## src/rtl/pipelined_add_sub.sv

```systemverilog
// Pipelined two's-complement adder/subtractor with ALU status flags.
// The carry chain is cut into STAGES equal slices; each pipeline stage adds
// one slice and forwards its carry, the partial sum and the remaining operand
// bits to the next stage. The final stage register drives all outputs.
// Valid/ready handshake: the whole pipe advances when the output slot is
// empty or being consumed, otherwise every stage holds.
// Legal parameter range: WIDTH >= 1, 1 <= STAGES <= WIDTH, WIDTH % STAGES == 0.

module pipelined_add_sub #(
    parameter int WIDTH  = 32,
    parameter int STAGES = 4
) (
    input  logic             clk,
    input  logic             rst_n,
    input  logic             in_valid,
    output logic             in_ready,
    input  logic [WIDTH-1:0] a,
    input  logic [WIDTH-1:0] b,
    input  logic             sub,
    output logic             out_valid,
    input  logic             out_ready,
    output logic [WIDTH-1:0] sum,
    output logic             cout,
    output logic             ovf,
    output logic             zero,
    output logic             neg
);

    localparam int SL = WIDTH / STAGES;

    // Per-stage registers: valid, slice carry, partial sum, operand bits
    // still to be added (b already conditionally inverted).
    logic [STAGES-1:0] v_q;
    logic [STAGES-1:0] c_q;
    logic [WIDTH-1:0]  a_q [STAGES];
    logic [WIDTH-1:0]  b_q [STAGES];
    logic [WIDTH-1:0]  s_q [STAGES];
    // Flags live alongside the final slice so they always match sum.
    logic              ovf_q;
    logic              zero_q;
    logic              neg_q;

    logic [STAGES-1:0] v_d;
    logic [STAGES-1:0] c_d;
    logic [WIDTH-1:0]  a_d [STAGES];
    logic [WIDTH-1:0]  b_d [STAGES];
    logic [WIDTH-1:0]  s_d [STAGES];
    logic              ovf_d;
    logic              zero_d;
    logic              neg_d;

    logic              adv;
    logic [WIDTH-1:0]  b_eff;
    logic [WIDTH-1:0]  a_src;
    logic [WIDTH-1:0]  b_src;
    logic [WIDTH-1:0]  s_src;
    logic              c_src;
    logic              v_src;
    logic [SL:0]       slc;
    logic              top_c;
    int                prev;

    assign adv       = !v_q[STAGES-1] || out_ready;
    assign in_ready  = adv;
    assign b_eff     = b ^ {WIDTH{sub}};

    assign out_valid = v_q[STAGES-1];
    assign sum       = s_q[STAGES-1];
    assign cout      = c_q[STAGES-1];
    assign ovf       = ovf_q;
    assign zero      = zero_q;
    assign neg       = neg_q;

    // Next value of every stage: add this stage's slice to the previous stage's state.
    always_comb begin
        v_d   = '0;
        c_d   = '0;
        top_c = 1'b0;
        a_src = '0;
        b_src = '0;
        s_src = '0;
        c_src = 1'b0;
        v_src = 1'b0;
        slc   = '0;
        prev  = 0;
        for (int k = 0; k < STAGES; k++) begin
            prev = (k == 0) ? 0 : k - 1;
            if (k == 0) begin
                a_src = a;
                b_src = b_eff;
                s_src = '0;
                c_src = sub;
                v_src = in_valid;
            end else begin
                a_src = a_q[prev];
                b_src = b_q[prev];
                s_src = s_q[prev];
                c_src = c_q[prev];
                v_src = v_q[prev];
            end
            slc = {1'b0, a_src[k*SL +: SL]} + {1'b0, b_src[k*SL +: SL]} + {{SL{1'b0}}, c_src};
            s_d[k]             = s_src;
            s_d[k][k*SL +: SL] = slc[SL-1:0];
            c_d[k]             = slc[SL];
            v_d[k]             = v_src;
            a_d[k]             = a_src;
            b_d[k]             = b_src;
            // Carry into the MSB recovered from the MSB's sum bit: s = a ^ b ^ cin.
            if (k == STAGES - 1) begin
                top_c = a_src[WIDTH-1] ^ b_src[WIDTH-1] ^ slc[SL-1];
            end
        end
        ovf_d  = top_c ^ c_d[STAGES-1];
        zero_d = (s_d[STAGES-1] == '0);
        neg_d  = s_d[STAGES-1][WIDTH-1];
    end

    // Pipeline registers: shift all stages together on adv, hold otherwise.
    always_ff @(posedge clk or negedge rst_n) begin
        if (!rst_n) begin
            v_q    <= '0;
            c_q    <= '0;
            ovf_q  <= 1'b0;
            zero_q <= 1'b0;
            neg_q  <= 1'b0;
            for (int k = 0; k < STAGES; k++) begin
                a_q[k] <= '0;
                b_q[k] <= '0;
                s_q[k] <= '0;
            end
        end else if (adv) begin
            v_q    <= v_d;
            c_q    <= c_d;
            ovf_q  <= ovf_d;
            zero_q <= zero_d;
            neg_q  <= neg_d;
            for (int k = 0; k < STAGES; k++) begin
                a_q[k] <= a_d[k];
                b_q[k] <= b_d[k];
                s_q[k] <= s_d[k];
            end
        end
    end

endmodule

```

## config.mk

```make
export PLATFORM = sky130hd
export DESIGN_NAME = pipelined_add_sub
export DESIGN_NICKNAME = d
export VERILOG_FILES = /design/src/rtl/pipelined_add_sub.sv
export SDC_FILE = /design/constraint.sdc
export NUM_CORES = 1
export LEC_CHECK = 0
export BUFFER_PORTS_ARGS = -buffer_cell sky130_fd_sc_hd__buf_2
export CAP_MARGIN = 20
export CORE_UTILIZATION = 59
export CTS_CLUSTER_SIZE = 25
export DETAILED_ROUTE_END_ITERATION = 12
export PLACE_DENSITY = 0.86
export SETUP_SLACK_MARGIN = 0.5
export SYNTH_ARGS = -nofsm -noshare
export SYNTH_HDL_FRONTEND = slang
export SYNTH_SLANG_ARGS = --single-unit
```

## constraint.sdc

```tcl
create_clock -name clk -period 4.25 [get_ports clk]
set_input_delay 0.6375 -clock clk [delete_from_list [all_inputs] [get_ports clk]]
set_output_delay 0.6375 -clock clk [all_outputs]
set_load 0.05 [all_outputs]
```

==> results by stage <==
Finish:
- Relative to the synthesized area, the layout overhead comes to 14.3%.
- After the last flow step, the layout net total stands at 1,121.
- The area occupied by multi-input gates is 3490 sq um.
- The storage element area is 4650 sq um.
- The most frequent standard cell in the layout excluding fill and tap cells is nand2_1.
- In the final layout, the share of cells above drive strength 1 is 14.1%.
- The top cell types in the final layout, fill and taps aside, are nand2_1 (423), dfrtp_1 (186), buf_2 (105).
- The number of fillers in the final layout is about 1,100.

GRT:
- In the global route stage, overall resource usage came out at 24.1%.
- Global routing finished with a remaining overflow of 0.
- The first global-routing pass estimated 27,500 microns of wire.
- The number of global-route vias before repair is 6,005.
- The number of antenna violations at the first check in global routing is 1.
- Entering global routing, the biggest net connects 125 pins.

Route:
- The total wirelength of the detailed-routed design is 16,200 microns.
- The DRC marker count from the first detailed-route iteration is 504.
- The via count is 6,274.
- The number of detailed-routing iterations run before antenna repair is 4.
- After detailed routing, the number of remaining DRC violations is 0.
- The detail route stage leaves a number of antenna-violating nets equal to 0.
- The post-detailed-route wirelength per cell is 13.3 microns.
- The vias per cell is 5.18.

Clocking:
- The CTS tree is built.
- The number of buffers created by CTS is 17.
- After clock tree synthesis, the flow added hold-fix buffers numbering 0.
- The clock root buffer master is clkbuf_16.
- The maximum buffer depth of the clock tree is 2.
- The clock transition at the registers of the reported paths is ~0.06 ns.
- The H-tree depth is 4.
- The latest clock arrival within the worst-skew pair is approximately 0.43 ns.
- The quantity of gates resized following cts is 0.
- Once the clock tree was built, the setup fixing pass inserted 0 buffers.
- The clock sink count is 186.

Worst setup path:
- Along the worst path, the maximum fanout reaches 2.
- On the worst path, the slowest cell contributes a delay of 0.41 ns.
- The kind of critical path is reg2reg.
- Across all register-to-register paths, the minimum setup slack is 1.88 ns.
- STA puts the critical path data arrival time at 2.66 ns.
- At the worst endpoint, the required time is roughly 4.5 ns.
- The cell at the slowest stage of the critical path is fa_1.
- The type of destination of the critical path is a flop.
- The critical path starts at c_q[0]$_DFFE_PN0P_.
- The startpoint identified for the worst register-to-register timing path is c_q[0]$_DFFE_PN0P_.
- The element type at the critical path start is a flop.
- Walking the worst path, the cells encountered are inv_1 -> fa_1 -> inv_1 -> fa_1 -> a21o_1 -> a21oi_1 -> o21bai_1 -> a21oi_1 -> o21ba_1 -> o221ai_1.

Floorplan:
- From bottom edge to top edge, the die measures ~120 microns.
- The area of the core is 13,900 sq um.
- The die outline width is 121 microns.
- The row count is 43.
- In this run the count of I/O pins placed on the die edge is roughly 110.
- The die covers 14,700 sq um.
- For this configuration, the core starts out at a cell density of 60.5%.

Power and ir drop:
- IR analysis of the VDD net gives a maximum drop of 363 uV.
- The power per unit of standard cell area is 801 nW/um^2.
- For this design the static power due to leakage is 4.97 nW.
- The net load switching power is roughly 0.0032 W.
- The internal power of the cells is 0.00449 W.
- The clock network burns 18.9% of the power.
- Of the total power, registers draw 39.5%.
- Of the total power, the share spent switching nets is 41.6%.
- The fraction of power consumed by combinational cells is 41.6%.

Synth:
- The total nets after synthesis is between 1,000 and 1,500.
- The netlist area before placement is 8400 sq um.
- The flip-flop cell with the highest count after synthesis is dfrtp_1.
- The gate count after technology mapping is ~930.
- After synthesis, the share of flip-flops with an asynchronous set or reset is 100%.
- The sequential fraction of the synthesis area is between 50 and 60%.
- The total number of yosys warnings is 0.
- After synthesis the netlist holds a flip-flop and latch count of 186.
- A synthesized cell averages around 9 sq um.
- The number of enable-type register cells in the synthesized netlist is 0.
- In this run, distinct cell masters in the synthesized netlist total 41.

Timing:
- The smallest setup slack after layout is 1.88 ns.
- Across the routed clock network, the largest skew measured is 0.00599 ns.
- In the finished design, the share of the clock period the worst path needs comes to 55.9%.
- The final-report hold violation count came to 0.
- The shortest period the worst path allows is 2.37 ns.
- Setup repair after global routing left no endpoint under its margin.
- The sum of negative setup slack is 0 ns.
- The slew at the pin with the worst max-slew slack is 0.968 ns.
- The final setup violation count is 0.
- The timing-limited maximum frequency is 421 MHz.
- The max-slew headroom at the worst pin is 35.5%.
- The max-slew violation count is 0.

Run:
- The tool flagged a number of max-cap violations equal to 0.

Outcome:
- The flow ran to the end, and the final reports show no timing, DRC or antenna violations.

Place:
- Detailed placement ended at an HPWL of 10,700 microns.
- The routability-driven placement congestion ratio is 0.838.
- The worst slack at placement is roughly 1.6 ns.
- Input and output buffers added on the ports amount to 106.

Hold path:
- The type of the tightest min-delay check is in2async.
## sequential cells by signal, summed over array words and instances, names as in the netlist
register  cells
a_d          40
b_d          40
sum          32
s_d          24
s_src        24
a_src         8
b_src         8
c_q           4
v_q           4
ovf           1
zero          1
## metrics by stage
step	instance area, sq um	hold slack, ns	cells	utilization, %	total power, W
global route	9600	0.401	1210	69.1	0.00827
global placement	9050	0.444	1178	65.2	0.00611
floorplan	8400	0.342	932	-	0.00547
detailed placement	9050	0.451	1178	65.2	0.00625
CTS	9600	0.388	1210	69.1	0.00773
finish	9600	0.348	1211	69.2	0.00769
## cell families after synthesis
family,count (synthesis),synth area share [%]
adders and majority gates,35,5.84
muxes,2,0.313
AOI/OAI and AO/OA,108,7.70
xor gates and xnor gates,48,5.00
DFF,186,55.4
and+or+nand+nor,486,22.6
buffers and inverters,67,3.11
## power by group through the flow
| stage | Clock (W) | Combinational [W] | Sequential, W |
|---|---|---|---|
| final | 0.00146 | 0.00320 | 0.00304 |
| after global placement | 0 | 0.00308 | 0.00302 |
| after global routing | 0.00155 | 0.00359 | 0.00313 |
| after CTS | 0.00147 | 0.00323 | 0.00304 |
| after detailed placement | 0 | 0.00319 | 0.00306 |
| after floorplan | 0 | 0.00196 | 0.00351 |
## synth_stat cells (3+ instances only)
cell      count  area share [%]
xor2_1       14             1.5
a211oi_1      3            0.27
a21oi_1      19             1.1
a21o_1        4            0.36
a31oi_1       3            0.22
o21a_1        6            0.54
o21bai_1      5            0.45
clkbuf_1     37             1.7
nand4_1       3            0.22
o21ai_1      48             2.9
nor2b_1       3            0.22
dfrtp_1     186              55
nor4_1        5            0.37
nand2b_1      3            0.22
buf_1         3            0.13
nand2_1     423              19
xnor2_1      34             3.5
fa_1          7             1.7
nor3_1       12            0.71
o21ai_0       3            0.18
nor2_1       28             1.3
ha_1         28             4.2
inv_1        20            0.89
o31ai_1       9            0.80
buf_2         4            0.24
nand3_1       3            0.18
## path summary, 6_finish.rpt
kind | to | depth (start not counted)
setup / recovery | c_q[1]$_DFFE_PN0P_ | 10
hold / removal | sum[15]$_DFFE_PN0P_ | 1
setup reg to reg | c_q[1]$_DFFE_PN0P_ | 10
hold reg to reg | sum[9]$_DFFE_PN0P_ | 2
max in group asynchronous | a_d[54]$_DFFE_PN0P_ | 2
min in group clk | a_d[87]$_DFFE_PN0P_ | 3
## layout make-up
cell class                 instances  share of cell area, %
inverter                          21                  0.847
antenna                            1                 0.0261
multi-input combinational        679                   36.4
clock buffer                      26                   5.30
tap                              180                   2.35
timing repair buffer             112                   6.22
clock inverter                     6                  0.391
sequential                       186                   48.5
## routing by layer
metal  vias up  wire length (microns)  global-route usage, %
met1      3005                   7030                   30.4
met2       107                   8270                   40.7
met5         -                      0                      0
met4         0                    280                   9.26
met3        24                    575                   5.17
li1       3138                      -                      -
## critical path: cells and delay by family (launching register included)
kind,cells,cell delay [ns]
compound gates,6,1.08
fa+ha+maj,2,0.61
flops,1,0.39
buf+inv,2,0.15
No activity file was read; power rests on OpenSTA's default activity.
